`src/rtl/fifo_rd_stream.sv`:
```
// Read-side adapter for the team FIFO: issues RREQ under a credit rule, absorbs the
// one-cycle read latency in a 2-entry skid buffer and presents a valid/ready stream.

module fifo_rd_stream_chk #(
  parameter int WIDTH = 8
) (
  input logic             clk_i,
  input logic             rst_i,
  input logic             e_i,
  input logic             rreq_i,
  input logic [1:0]       occ_i,
  input logic             inflight_i,
  input logic             out_valid_i,
  input logic             out_ready_i,
  input logic [WIDTH-1:0] out_data_i
);

  a_occ_range: assert property (@(posedge clk_i) disable iff (rst_i)
    occ_i <= 2'd2);

  a_no_overfill: assert property (@(posedge clk_i) disable iff (rst_i)
    !(inflight_i && (occ_i == 2'd2)));

  a_no_read_empty: assert property (@(posedge clk_i)
    !(rreq_i && e_i));

  a_hold_stalled: assert property (@(posedge clk_i) disable iff (rst_i)
    (out_valid_i && !out_ready_i) |=> (out_valid_i && $stable(out_data_i)));

endmodule

module fifo_rd_stream #(
  parameter int WIDTH = 8,
  parameter int CNT_W = 16
) (
  input  logic             clk,
  input  logic             rst,
  input  logic             e,
  output logic             RREQ,
  input  logic [WIDTH-1:0] RD,
  output logic             out_valid,
  input  logic             out_ready,
  output logic [WIDTH-1:0] out_data,
  output logic [CNT_W-1:0] out_count
);

  logic [1:0]       occ_q;
  logic [1:0]       occ_d;
  logic             inflight_q;
  logic             head_q;
  logic             head_d;
  logic             tail_q;
  logic             tail_d;
  logic [WIDTH-1:0] mem_q [0:1];
  logic [CNT_W-1:0] count_q;
  logic [CNT_W-1:0] count_d;
  logic             pop_s;
  logic             rreq_s;
  logic [2:0]       used_s;
  logic [2:0]       room_s;

  // Credit > 0 is evaluated as used < room so the arithmetic never goes negative.
  always_comb begin
    pop_s  = (occ_q != 2'd0) && out_ready;
    used_s = {1'b0, occ_q} + {2'b00, inflight_q};
    room_s = 3'd2 + {2'b00, pop_s};
    if (rst) begin
      rreq_s = 1'b0;
    end else if (e) begin
      rreq_s = 1'b0;
    end else begin
      rreq_s = (used_s < room_s);
    end
  end

  always_comb begin
    if (inflight_q && !pop_s) begin
      occ_d = occ_q + 2'd1;
    end else if (!inflight_q && pop_s) begin
      occ_d = occ_q - 2'd1;
    end else begin
      occ_d = occ_q;
    end
    if (pop_s) begin
      head_d  = ~head_q;
      count_d = count_q + {{(CNT_W-1){1'b0}}, 1'b1};
    end else begin
      head_d  = head_q;
      count_d = count_q;
    end
    if (inflight_q) begin
      tail_d = ~tail_q;
    end else begin
      tail_d = tail_q;
    end
  end

  // A word in flight is always captured; the credit rule guarantees a free slot.
  always_ff @(posedge clk) begin
    if (rst) begin
      occ_q      <= 2'd0;
      inflight_q <= 1'b0;
      head_q     <= 1'b0;
      tail_q     <= 1'b0;
      count_q    <= '0;
      mem_q[0]   <= '0;
      mem_q[1]   <= '0;
    end else begin
      occ_q      <= occ_d;
      inflight_q <= rreq_s;
      head_q     <= head_d;
      tail_q     <= tail_d;
      count_q    <= count_d;
      if (inflight_q) begin
        mem_q[tail_q] <= RD;
      end
    end
  end

  assign RREQ      = rreq_s;
  assign out_valid = (occ_q != 2'd0);
  assign out_data  = mem_q[head_q];
  assign out_count = count_q;

  fifo_rd_stream_chk #(.WIDTH(WIDTH)) u_chk (
    .clk_i       (clk),
    .rst_i       (rst),
    .e_i         (e),
    .rreq_i      (rreq_s),
    .occ_i       (occ_q),
    .inflight_i  (inflight_q),
    .out_valid_i (out_valid),
    .out_ready_i (out_ready),
    .out_data_i  (out_data)
  );

endmodule

```
`config.mk`:
```
export PLATFORM = sky130hd
export DESIGN_NAME = fifo_rd_stream
export DESIGN_NICKNAME = d
export VERILOG_FILES = /design/src/rtl/fifo_rd_stream.sv
export SDC_FILE = /design/constraint.sdc
export NUM_CORES = 1
export LEC_CHECK = 0
export ABC_AREA = 1
export BUFFER_PORTS_ARGS = -buffer_cell sky130_fd_sc_hd__buf_2
export CORE_AREA = 2 2 61 69
export DETAILED_ROUTE_END_ITERATION = 16
export DIE_AREA = 0 0 63 71
export PLACE_DENSITY = 0.71
export SLEW_MARGIN = 10
export SYNTH_ARGS = -nofsm -noshare
export SYNTH_HDL_FRONTEND = slang
export SYNTH_SLANG_ARGS = --single-unit
```
`constraint.sdc`:
```
create_clock -name clk -period 1.5 [get_ports clk]
set_clock_uncertainty 0.2 [all_clocks]
set_input_delay 0.3 -clock clk [delete_from_list [all_inputs] [get_ports clk]]
set_output_delay 0.3 -clock clk [all_outputs]
set_load 0.01 [all_outputs]
```
; ---- Word-level counts from Yosys, hierarchy flattened
; Memories as Yosys holds them, arrays and structs flattened. A register that Yosys moved wholly into a read port is not among the register bits.
; Index checks and enable logic that the tools add are counted.
[totals]
ff_bits = 21
mem_bits_rw = 16
in_bits = 12
output_inout_bits = 26
word_cells = 36
memories = 1
[op_classes]
addsub = 5
order_cmp = 1
muxes = 14
bitwise = 2
n_reduce_logical = 8
[mem_list]
columns = memory, words, width, read_ports, rd_clocked_by_memory_dff, write_ports, line_no
row1 = mem_q, 2, 8, 1, 1, 2, 54  ; logic [WIDTH-1:0] mem_q [0:1];
[op_table]
columns = op, n
row1 = "adder 16 x 1 -> 16 bit, second input constant", 1
row2 = two-way mux 1 bit, 11
row3 = two-way mux 8 bit, 1
row4 = OR reduction 8 bit, 1
row5 = two-way mux 2 bit, 2
row6 = nonzero test 2 bit, 2
row7 = adder 2 x 1 -> 3 bit, 1
row8 = "adder 2 x 1 -> 3 bit, first input constant", 1
row9 = logical AND 1 bit, 3
row10 = less-than comparator 3 bit, 1
row11 = "adder 2 x 1 -> 2 bit, second input constant", 1
row12 = logical NOT 1 bit, 2
row13 = inverter 1 bit, 2
row14 = "subtractor 2 x 1 -> 2 bit, second input constant", 1

; ---- Depth between registers and ports, before layout
; Gate-level depths: netlist of run 1.
[depth]
word_depth = 6
mapped_depth = 8
depth_no_buf = 8

; ---- Least setup slack after synthesis of run 1
; Ideal clock, no wire load.
[synth_path]
kind = flip-flop to flip-flop
start = register occ_q[1]
end = register occ_q[1]
t_arrival_ns = 1.288
required_time_ns = 1.178
path_slack_ns = -0.110
stages_incl_launch_ff = 7
path_buffers = 0
synth_period_minus_slack_ns = 1.610
path_cell_list = dfxtp_1 -> o21ai_4 -> ha_1 -> a21oi_1 -> o21ai_0 -> o21ai_0 -> a21oi_1
[synth_via]
elab_chain_len = 5
word_cells_on_any_way = 10
classes_between = 2 x add/sub / 2 x mux / 6 x reduce/logical
[synth_rtl]
columns = element, line_no
row1 = start: declaration, 47  ; logic [1:0] occ_q;
row2 = start signal: assignment, 101  ; occ_q <= 2'd0;
row3 = start signal: assignment, 109  ; occ_q <= occ_d;
row4 = branches (longest 5 deep; another with subtractor 2 x 1 -> 2 bit), n/a
; Parallel ways; which one is timed is not known. The select of a mux whose other input is x is not followed.
; A chain may end at the register's enable or synchronous reset.

; ---- Worst setup path in the final report of run 1
[layout_path]
start = register occ_q[0]
end = output port RREQ
[layout_via]
elab_chain_len = 6
word_cells_on_any_way = 7
classes_between = 2 x add/sub / 1 x order compare / 2 x mux / 2 x reduce/logical
[layout_rtl]
columns = element, line_no
row1 = nonzero test 2 bit, 64  ; pop_s = (occ_q != 2'd0) && out_ready;
row2 = logical AND 1 bit, 64
row3 = adder 2 x 1 -> 3 bit, 66  ; room_s = 3'd2 + {2'b00, pop_s};
row4 = less-than comparator 3 bit (*), 72  ; rreq_s = (used_s < room_s);
row5 = two-way mux 1 bit (*), 69  ; end else if (e) begin
row6 = two-way mux 1 bit (*), 67  ; if (rst) begin
row7 = end: declaration, 39  ; output logic RREQ,
; Every way passes the cells marked *; elsewhere a longest branch is shown, timed or not.

==> flow_summary_export.csv, run 1 <==
group,metric,value,unit
pwr,p_sw_share,26.6,%
hold_path,min_from,"RD[4]",
pwr,pwr-share-clk,31.9,%
critical_path,startpoint_type,"flip-flop",
timing,slew_headroom,80.8,%
status,failed_checks,"setup timing",
cells_and_area,drive_gt1_share,36.1,%
route,drt_first_pass_iters,4,
global_route,antenna_found_initial,0,
timing,rsz0062_at_grt,"true",
critical_path,arrival,1.33,ns
pwr,combPwrFrac,28.5,%
route,via_per_inst,4.77,
critical_path,path_class,"flip-flop to output pin",
timing,slew_viol_final,0,
clock_network,cts_sinks,38,
global_route,grt_pass1_vias,1466,
route,routedWlPerCell,11.7,µm
clock_network,clk_latency,0.29,ns
placement,io_buffers,37,
synthesis,synth_seq_cells,38,
cells_and_area,diodes,0,
critical_path,cp-end-kind,"output pin",
cells_and_area,syn_to_final_growth,41.4,%
route,first_iter_violations,60,
placement,gp_congestion,0.781,
hold_path,holdPathEnd,"mem_q[1][4]",
floorplan,dieArea,4470,µm²
floorplan,die_h,71,µm
timing,clock.fmax,0.546,GHz
status,outcome,"finished, violations left",
route,dr_total_vias,1516,
floorplan,die_w,63,µm
cells_and_area,seq_area,926,µm²
critical_path,r2r-end,"occ_q[1]",
timing,fin_crit_sh,122,%
placement,post-place-ws,-0.0965,ns
timing,setup_violations,23,
critical_path,r2r_cells,8,
clock_network,clockRootBuffer,"clkbuf_8",
clock_network,htree_levels,2,
critical_path,ff2ff_setup_slack,-0.14,ns
global_route,grt_max_degree,13,
timing,worst_pin_slew,0.287,ns
synthesis,postSynthAreaPerCell,8.58,µm²
route,drt-total-wl,3.72,mm
pwr,ir_worst_vdd,0.847,mV
cells_and_area,nets,281,
clock_network,numCtsBuffers,5,
clock_network,ctsHoldBuffers,0,
timing,hold_viol,0,
placement,hpwlAfterDp,2.59,mm
synthesis,syn-instance-count,205,
synthesis,synthesis.nets,221,
synthesis,ys_types,22,
pwr,leakage,1.10,nW
pwr,power_density,1270,nW/µm²
critical_path,r2r-start,"occ_q[0]",
synthesis,seq_area_frac_synth,52.4,%
route,ant_nets,0,
critical_path,cp_data_required_time,1.00,ns
global_route,gr-usage-all-layers,17.8,%
clock_network,cts.clk_slew.worst_paths,0.08,ns
hold_path,whs_path_depth,3,
synthesis,synth_warnings,0,
synthesis,syn_area,1760,µm²
timing,layout_setup_ws,-0.332,ns
clock_network,cts_buffer_depth,2,
global_route,grt-ovfl-total,0,
pwr,switchingPower,843,µW
cells_and_area,fin_util,65.2,%
hold_path,min_path_type,"input pin to flip-flop",
timing,fin_setup_tns,-2.46,ns
floorplan,num_rows,24,
route,route.detailed.drc,0,
cells_and_area,multi_input_comb_area,813,µm²
critical_path,crit_path_max_fanout,2,
global_route,grt_pass1_wl,6.25,mm
cells_and_area,n_fill_cell,320,
pwr,seq_power_share,39.6,%
floorplan,io_pins,38,
floorplan,start_util,46.1,%
pwr,internal_power,2.32,mW
timing,finalCriticalPeriod,1.83,ns
clock_network,cts_tree,"done",
flow_run,cap_violations,0,
floorplan,core,3810,µm²
## worst max-delay path by stage
| stage | depth (start not counted) | endpoint | slack [ns] | start |
|---|---|---|---|---|
| finish | 5 | RREQ | -0.33 | occ_q[0] |
| global route | 5 | RREQ | -0.37 | occ_q[0] |
| CTS | 5 | RREQ | -0.35 | inflight_q |
| detailed placement | 5 | RREQ | -0.1 | occ_q[0] |
| global placement | 5 | RREQ | -0.08 | occ_q[0] |
| floorplan | 6 | occ_q[1] | -0.03 | occ_q[0] |
## per-layer routing
| layer | wire (µm) | part of all wire [%] | track usage, % | up-vias |
|---|---|---|---|---|
| met3 | 214 | 5.8 | 3.50 | 8 |
| li1 | - | - | - | 780 |
| met2 | 1850 | 50 | 31.2 | 44 |
| met5 | 0 | 0 | 0 | - |
| met4 | 82 | 2.2 | 9.14 | 0 |
| met1 | 1570 | 42 | 20.5 | 684 |
## cell type report
cell class	count	area share [%]
multi-input combinational	134	32.7
tap	52	2.62
clock inverter	3	2.57
timing repair buffer	57	17.3
sequential	38	37.2
clock buffer	5	2.77
inverter	29	4.78
## power groups by stage
stage / Sequential [mW] / Clock, mW / Combinational (mW)
finish: 1.25 / 1.01 / 0.902
global route: 1.27 / 1.07 / 0.981
CTS: 1.25 / 1.03 / 0.875
detailed placement: 1.26 / 0 / 0.714
global placement: 1.25 / 0 / 0.703
floorplan: 1.27 / 0 / 0.408
## layout by cell type (no fill, tap or decap), types with 2 or more instances in the layout
| cell | n |
|---|---|
| clkbuf_8 | 5 |
| nor2_4 | 3 |
| o21ai_2 | 3 |
| a21oi_2 | 2 |
| buf_6 | 10 |
| ha_4 | 3 |
| xor2_1 | 3 |
| inv_1 | 27 |
| nand2_2 | 3 |
| nand4_1 | 4 |
| nor3_1 | 2 |
| buf_12 | 3 |
| edfxtp_1 | 16 |
| a21oi_1 | 8 |
| buf_2 | 29 |
| dfxtp_1 | 18 |
| nor2_1 | 43 |
| and3_1 | 2 |
| dfxtp_2 | 4 |
| o21ai_1 | 7 |
| buf_4 | 15 |
| bufinv_16 | 2 |
| nand3_2 | 2 |
| mux2_4 | 8 |
| nand2_1 | 27 |
| nand3_1 | 10 |
## registers in the layout, indices dropped and copies added, names as in the netlist, named ones only
| name | flops |
|---|---|
| inflight_q | 1 |
| tail_q | 1 |
| head_q | 1 |
| out_count | 16 |
| occ_q | 2 |
| mem_q | 16 |
## timing repair
item,CTS,global route
endpoints found under the setup margin,16,29
buffers inserted,1,0
endpoints found under the hold margin,0,0
pin swaps,4,3
gates resized for setup,28,15
## cell usage after synthesis
| master | number | share of area, % |
|---|---|---|
| nor2_2 | 1 | 0.36 |
| nor3_1 | 2 | 0.57 |
| and3_1 | 2 | 0.71 |
| o21ai_1 | 2 | 0.57 |
| nand4_1 | 4 | 1.4 |
| dfxtp_1 | 22 | 25 |
| buf_2 | 3 | 0.85 |
| ha_1 | 4 | 2.8 |
| a21oi_1 | 10 | 2.8 |
| inv_1 | 28 | 6.0 |
| mux2_2 | 8 | 5.1 |
| nand2_1 | 30 | 6.4 |
| buf_6 | 1 | 0.64 |
| nor2_1 | 45 | 9.6 |
| xor2_1 | 3 | 1.5 |
| edfxtp_1 | 16 | 27 |
| o21ai_0 | 9 | 2.6 |
| nand3_2 | 1 | 0.57 |
| nand3_1 | 11 | 3.1 |
| inv_4 | 1 | 0.36 |
| o21ai_4 | 1 | 0.93 |
| nor2_4 | 1 | 0.64 |
## worst max-delay path: stages (launching register included)
cell and delay (ns):
dfxtp_2 0.34, ha_4 0.16, ha_4 0.25, o21ai_2 0.04, and3_1 0.13, buf_2 0.13
## cells by family after synthesis
family | Yosys count | synth area share [%]
XOR/XNOR | 3 | 1.49
adder cells (fa/ha/maj) | 4 | 2.85
multiplexers | 8 | 5.12
AND/OR/NAND/NOR | 97 | 23.4
AO/OA/AOI/OAI | 22 | 6.90
flip-flops | 38 | 52.4
buffers and inverters | 33 | 7.83
## stage by stage
step	std cells	total power, mW	hold slack, ns	area [µm²]
after floorplan	205	1.68	0.172	1780
after global placement	309	1.96	0.244	2180
after detailed placement	309	1.97	0.252	2180
after CTS	318	3.16	0.112	2450
after global routing	318	3.32	0.132	2490
final	318	3.17	0.118	2490
Note: power is estimated with default switching activity, not from simulation.
==> run 2, diff against run 1 <==
--- a/config.mk
+++ b/config.mk
@@ -7,10 +7,10 @@
 export LEC_CHECK = 0
 export ABC_AREA = 1
 export BUFFER_PORTS_ARGS = -buffer_cell sky130_fd_sc_hd__buf_2
-export CORE_AREA = 2 2 61 69
+export CORE_AREA = 2 2 58 66
 export DETAILED_ROUTE_END_ITERATION = 16
-export DIE_AREA = 0 0 63 71
-export PLACE_DENSITY = 0.71
+export DIE_AREA = 0 0 60 68
+export PLACE_DENSITY = 0.74
 export SLEW_MARGIN = 10
 export SYNTH_ARGS = -nofsm -noshare
 export SYNTH_HDL_FRONTEND = slang
==> constraint.sdc (replaced) <==
create_clock -name clk -period 1.7 [get_ports clk]
set_clock_uncertainty 0.2 [all_clocks]
set_input_delay 0.34 -clock clk [delete_from_list [all_inputs] [get_ports clk]]
set_output_delay 0.34 -clock clk [all_outputs]
set_load 0.01 [all_outputs]
==> run 2 against run 1 <==
The run still ends with setup timing left. Critical path depth unchanged. Critical path type unchanged. Count of clock-buffer cells in the layout unchanged. Final area down 6.0%. Sequential cell count unchanged. Core utilization up 1.9 points. First-iteration DRC count down 12%. Clock power down 11%. Cell count down 3.8%. Global-route usage up 1.4 points. Power down 15%. Sequential power down 11%.
==> flow_summary_export.csv, run 2 (same netlist as run 1, synthesis figures left out) <==
group,metric,value,unit
route,drt-total-wl,3.49,mm
floorplan,die_w,60,µm
critical_path,cp_data_required_time,1.16,ns
placement,post-place-ws,-0.0116,ns
cells_and_area,n_fill_cell,303,
critical_path,crit_path_max_fanout,2,
pwr,p_sw_share,26.7,%
timing,clock.fmax,0.526,GHz
global_route,grt_max_degree,13,
critical_path,cp-end-kind,"output pin",
hold_path,min_path_type,"input pin to flip-flop",
timing,slew_headroom,75.4,%
status,outcome,"finished, violations left",
global_route,gr-usage-all-layers,19.1,%
floorplan,io_pins,38,
cells_and_area,diodes,0,
status,failed_checks,"setup timing",
cells_and_area,drive_gt1_share,30.1,%
pwr,power_density,1160,nW/µm²
route,ant_nets,0,
clock_network,cts.clk_slew.worst_paths,0.07,ns
global_route,antenna_found_initial,0,
critical_path,arrival,1.36,ns
clock_network,htree_levels,2,
clock_network,cts_tree,"done",
placement,gp_congestion,0.808,
pwr,switchingPower,723,µW
timing,hold_viol,0,
critical_path,r2r-end,"occ_q[1]",
clock_network,numCtsBuffers,5,
placement,hpwlAfterDp,2.49,mm
floorplan,dieArea,4080,µm²
cells_and_area,fin_cells,306,
pwr,pwr-share-clk,33.3,%
timing,fin_setup_tns,-0.495,ns
pwr,ir_worst_vdd,0.687,mV
cells_and_area,syn_to_final_growth,32.9,%
pwr,leakage,1.04,nW
critical_path,r2r-start,"occ_q[0]",
route,via_per_inst,4.79,
clock_network,clk_latency,0.29,ns
clock_network,cts_sinks,38,
cells_and_area,final_area,2340,µm²
timing,slew_viol_final,0,
cells_and_area,final_common_cell,"nor2_1",
timing,holdWs,0.142,ns
floorplan,die_h,68,µm
timing,setup_violations,9,
hold_path,holdPathEnd,"out_count[13]",
pwr,total_power,2.71,mW
timing,fin_crit_sh,112,%
critical_path,ff2ff_setup_slack,0.03,ns
clock_network,ctsHoldBuffers,0,
pwr,internal_power,1.98,mW
hold_path,min_from,"rst",
placement,io_buffers,37,
timing,worst_pin_slew,0.368,ns
critical_path,path_class,"flip-flop to output pin",
floorplan,num_rows,23,
global_route,grt_pass1_vias,1386,
cells_and_area,layout_common_cells,"44 x nor2_1, 30 x nand2_1, 29 x buf_2, 27 x inv_1, 19 x dfxtp_1",
pwr,seq_power_share,41.1,%
cells_and_area,fin_util,67.1,%
global_route,grt-ovfl-total,0,
global_route,grt_pass1_wl,5.78,mm
route,route.detailed.drc,0,
cells_and_area,nets,271,
hold_path,whs_path_depth,3,
clock_network,cts_buffer_depth,2,
route,first_iter_violations,53,
route,routedWlPerCell,11.4,µm
floorplan,core,3480,µm²
placement,placed_cells_incl_taps,297,
timing,finalCriticalPeriod,1.90,ns
timing,layout_setup_ws,-0.200,ns
flow_run,cap_violations,0,
timing,rsz0062_at_grt,"true",
critical_path,r2r_cells,8,
critical_path,startpoint_type,"flip-flop",
pwr,combPwrFrac,25.6,%
route,dr_total_vias,1467,
floorplan,start_util,50.5,%
placement,placed_area,2060,µm²
route,drt_first_pass_iters,4,
clock_network,clockRootBuffer,"clkbuf_8",
run 2: changes by cell type in the layout (fill, tap and decap cells not counted), sizes merged:
cell and change:
buf -10
run 2: area by class of cell:
cell class / instances / area (µm²) / share of cell area [%]
Clock buffer: 5 / 68.8 / 2.95
Tap cell: 50 / 62.6 / 2.68
Inverter: 29 / 111 / 4.77
Sequential cell: 38 / 925 / 39.6
Multi-Input combinational cell: 134 / 782 / 33.5
Clock inverter: 3 / 63.8 / 2.73
Timing Repair Buffer: 47 / 323 / 13.8
run 2: critical path: stages, from the launching register on:
cell and delay (ns):
dfxtp_2 0.34, ha_4 0.16, ha_4 0.25, o21ai_2 0.05, and3_1 0.14, buf_2 0.13
run 2: worst max path at each step:
stage,start,to
5_1_grt,occ_q[0],RREQ
2_1_floorplan,occ_q[1],occ_q[1]
4_1_cts,inflight_q,RREQ
3_3_place_gp,rst,mem_q[1][1]
3_5_place_dp,rst,mem_q[1][1]
6_report,occ_q[0],RREQ
run 2: repair_timing:
item,4_1_cts,5_1_grt
cloned,0,0
hold endpoints to repair,0,0
setup endpoints to repair,9,16
resized for setup,24,7
setup buffers,0,1
pin swaps,3,5
run 2: per-layer routing:
| metal | vias up | global-route usage [%] | part of all wire, % |
|---|---|---|---|
| met5 | - | 0 | 0 |
| met4 | 0 | 8.61 | 1.8 |
| met3 | 5 | 6.05 | 4.8 |
| met2 | 35 | 33.4 | 50 |
| met1 | 665 | 21.0 | 43 |
| li1 | 762 | - | - |
run 2: power by group through the flow:
stage | logic, mW | registers (mW) | clock network [mW]
after detailed placement | 0.527 | 1.12 | 0
after floorplan | 0.329 | 1.12 | 0
after CTS | 0.643 | 1.11 | 0.914
after global placement | 0.513 | 1.12 | 0
final | 0.693 | 1.11 | 0.899
after global routing | 0.763 | 1.13 | 0.944
